===== src/rtl/mux_scan_collector.sv =====
// Scans a bank of flops through an external select mux, one bit per clock, and
// hands each assembled word to a consumer through a double-buffered valid/ready register.
module mux_scan_collector #(
    parameter int unsigned N_BITS = 8,
    parameter int unsigned SEL_W  = 3
) (
    input  logic              C,
    input  logic              R,
    input  logic              start,
    input  logic              scan_in,
    output logic [SEL_W-1:0]  sel_mux,
    output logic              busy,
    output logic [N_BITS-1:0] data,
    output logic              valid,
    input  logic              ready,
    output logic              overrun
);

    typedef enum logic [0:0] {StIdle, StScan} state_e;

    localparam logic [SEL_W-1:0] LastSel = SEL_W'(N_BITS - 1);

    state_e            state_q, state_d;
    logic [SEL_W-1:0]  sel_q, sel_d;
    logic [N_BITS-1:0] buf_q, buf_d;
    logic [N_BITS-1:0] data_q, data_d;
    logic              valid_q, valid_d;
    logic              overrun_q, overrun_d;
    logic              complete;

    assign complete = (state_q == StScan) && (sel_q == LastSel);

    always_comb begin
        state_d   = state_q;
        sel_d     = sel_q;
        buf_d     = buf_q;
        data_d    = data_q;
        valid_d   = valid_q;
        overrun_d = overrun_q;

        unique case (state_q)
            StIdle: begin
                sel_d = '0;
                if (start) state_d = StScan;
            end
            StScan: begin
                buf_d[sel_q] = scan_in;
                sel_d        = sel_q + 1'b1;
                if (complete) begin
                    sel_d   = '0;
                    // Holding start chains the next scan with no idle cycle.
                    state_d = start ? StScan : StIdle;
                end
            end
            default: state_d = StIdle;
        endcase

        // buf_d already carries the final bit, so the word is complete here.
        if (complete) begin
            if (!valid_q || ready) begin
                data_d  = buf_d;
                valid_d = 1'b1;
            end else begin
                overrun_d = 1'b1;
            end
        end else if (valid_q && ready) begin
            valid_d = 1'b0;
        end
    end

    always_ff @(posedge C or negedge R) begin
        if (!R) begin
            state_q   <= StIdle;
            sel_q     <= '0;
            buf_q     <= '0;
            data_q    <= '0;
            valid_q   <= 1'b0;
            overrun_q <= 1'b0;
        end else begin
            state_q   <= state_d;
            sel_q     <= sel_d;
            buf_q     <= buf_d;
            data_q    <= data_d;
            valid_q   <= valid_d;
            overrun_q <= overrun_d;
        end
    end

    assign sel_mux = sel_q;
    assign busy    = (state_q == StScan);
    assign data    = data_q;
    assign valid   = valid_q;
    assign overrun = overrun_q;

endmodule


===== config.mk =====
export PLATFORM = sky130hd
export DESIGN_NAME = mux_scan_collector
export DESIGN_NICKNAME = d
export VERILOG_FILES = /design/src/rtl/mux_scan_collector.sv
export SDC_FILE = /design/constraint.sdc
export NUM_CORES = 1
export LEC_CHECK = 0
export ABC_AREA = 1
export BUFFER_PORTS_ARGS = -buffer_cell sky130_fd_sc_hd__buf_2
export CORE_MARGIN = 3
export CORE_UTILIZATION = 45
export CTS_CLUSTER_DIAMETER = 150
export DETAILED_ROUTE_END_ITERATION = 6
export MAX_ROUTING_LAYER = met4
export PLACE_DENSITY_LB_ADDON = 0.2
export SLEW_MARGIN = 10
export SYNTH_ARGS = -nofsm -noshare
export SYNTH_HDL_FRONTEND = slang
export SYNTH_SLANG_ARGS = --single-unit

===== constraint.sdc =====
create_clock -name C -period 3.63 [get_ports C]
set_clock_uncertainty 0.05 [all_clocks]
set_input_delay 0.9075 -clock C [delete_from_list [all_inputs] [get_ports C]]
set_output_delay 0.9075 -clock C [all_outputs]
set_load 0.01 [all_outputs]

==> flow_summary.ini <==
[setup_path]
cp.arrival_ps = 960
cp-start-kind = register
cp_slowest_cell = dfrtp_1
criticalPathCategory = reg -> out
cpPeakStageDelay_ps = 480
cp-end-kind = output port
crit_fanout = 6
crit_chain = buf_2
path_buf_inv = 1
cp_top_family = flip-flops
critPathRequiredTime_ps = 2670

[synthesis]
ys_warn_count = 0
synth_seq_area_share_pct = 54.7
synth_nets = 128
syn_area_per_cell_sq_um = 8.31
syn_area_sq_um = 1010
synth_cells = 121
synth.distinct_cells = 14
synth_seq_cells = 22

[hold_path]
hold_path.class = reg -> reg

[place]
place_hpwl_um = 1260
io_buffer_count = 18
gp_congestion = 0.805

[layout]
drive_gt1_share_pct = 23.1
layout.nets = 151
fill_cells = 198
syn2layout_area_growth_pct = 15.9
final_cell_mix = 43 x nand2_1, 22 x dfrtp_1, 19 x inv_1
diodes = 0
ff_latch_area_sq_um = 551
final_common_cell = nand2_1
multiInputGateArea_sq_um = 365

[clock_network]
cts_sinks = 22
cts_tree = yes
insertion_delay_ps = 300
cts-hold-fix-buffers = 0
cts_max_path_buffers = 2
cts-resized-gates = 0
cts-buffers-inserted = 3
cts_root_buffer = clkbuf_4
h-tree-depth = 1
clk_pin_slew_ps = 110
postCtsSetupBuffers = 0

[drt]
drc = 0
drt-wirelength-per-cell_um = 9.72
drt_iter0_markers = 8
via_per_inst = 4.52
first_pass_iters = 4
via_count = 769
drt-total-wl_um = 1650
ant_nets = 0

[power_and_ir_drop]
pwr-share-seq_pct = 42.2
peakVddDrop_mv = 0.562
p_leak_nw = 0.670
p_comb_share_pct = 45.4
p_switching_uw = 429
p_int_uw = 612
power_density_nw_per_um2 = 893
clkPwrFrac_pct = 12.4
switching_share_pct = 41.2

[sta]
layout_worst_path_cycle_share_pct = 52.9
worst_pin_slew_ps = 468
maxSlewViolCount = 0
rsz0062_at_grt = no
tns_ps = 0
timing.fmax_mhz = 521
whs_ps = 434
setup_viol = 0
finalHoldViolCount = 0
maxSlewHeadroom_pct = 68.8
post-route-min-period_ps = 1920

[floorplanning]
die_h_um = 53.3
ioPinCount = 19
dieArea_sq_um = 2840
rows = 16
core-area_sq_um = 2040
start_util_pct = 49.3
fp.dieW_um = 53.3

[global_routing]
grt_start_max_net_pins = 23
antenna_found_initial = 0
grt_pass1_wl_um = 2930
first_global_vias = 722
overflow = 0
track_usage_pct = 14.8

[run_status]
status = finished clean

[flow_run]
max_cap_violations = 0
==> registers in the layout, indices dropped and copies added (netlist names) <==
signal	count
buf_q	8
data	8
sel_mux	3
busy	1
overrun	1
valid	1
==> cell type report <==
| class | count | share of cell area [%] |
|---|---|---|
| clock buffers | 4 | 3.11 |
| repair buffers | 18 | 7.73 |
| multi-input cells | 75 | 31.3 |
| flip-flops and latches | 22 | 47.2 |
| inverters | 24 | 7.73 |
| well taps | 27 | 2.90 |
==> worst register-to-register path, delay by kind of cell, from the launching register on <==
kind | cells | cell delay, ps
AND/OR/NAND/NOR | 4 | 450
buffers and inverters | 1 | 100
flip-flops | 1 | 480
adder cells (fa/ha/maj) | 2 | 390
==> metrics by stage <==
step	util (%)	std cells	power (mW)	cell area (sq um)	setup slack [ps]
finish	57.1	170	1.04	1170	1710
global route	57.1	170	1.15	1170	1640
CTS	57.1	170	1.06	1170	1690
detailed placement	55.3	166	0.923	1130	1940
global placement	55.3	166	0.913	1130	1940
floorplan	-	121	0.774	1010	2140
==> power groups by stage <==
stage	clock network (mW)	logic, mW	registers [mW]
after CTS	0.137	0.482	0.441
after detailed placement	0	0.477	0.446
after floorplan	0	0.301	0.474
final	0.129	0.473	0.439
after global routing	0.143	0.554	0.455
after global placement	0	0.470	0.444
==> cell usage after synthesis <==
cell type   n  area [sq um]
and2_1      1          6.26
dfrtp_1    22           551
ha_1        2          25.0
inv_1      19          71.3
inv_2       5          18.8
nand2_1    43           161
nand2_2     1          6.26
nand3_1    16          80.1
nor2_1      4          15.0
nor2_2      3          18.8
nor2_4      1          11.3
nor2_8      1          20.0
o21bai_1    2          15.0
or2_1       1          6.26
==> metal layers <==
layer	share of wire, %	GRT usage (%)	wire (um)
met5	0	-	0
met4	0.91	5.11	15
met3	5.0	5.92	82
met2	45	22.2	746
met1	49	18.0	808
==> logic make-up (layout without fill, tap and decap cells) <==
group | count (synthesis) | count (layout) | synth area share (%)
buffers and inverters | 24 | 46 | 8.96
AO/OA/AOI/OAI | 2 | 2 | 1.49
adder cells (fa/ha/maj) | 2 | 2 | 2.49
flip-flops | 22 | 22 | 54.7
AND/OR/NAND/NOR | 71 | 71 | 32.3
==> path summary, 6_finish.rpt <==
check | from | endpoint | slack [ps] | cells past startpoint
worst max-delay path | sel_mux[2] | sel_mux[2] | 1710 | 1
worst min-delay path | overrun | overrun | 430 | 1
worst max register to register | sel_mux[1] | data[0] | 2050 | 7
worst min register to register | overrun | overrun | 430 | 1
max in group asynchronous | R | data[6] | 2720 | 1
min in group asynchronous | R | overrun | 490 | 1
Power figures use the tool's default switching activity.
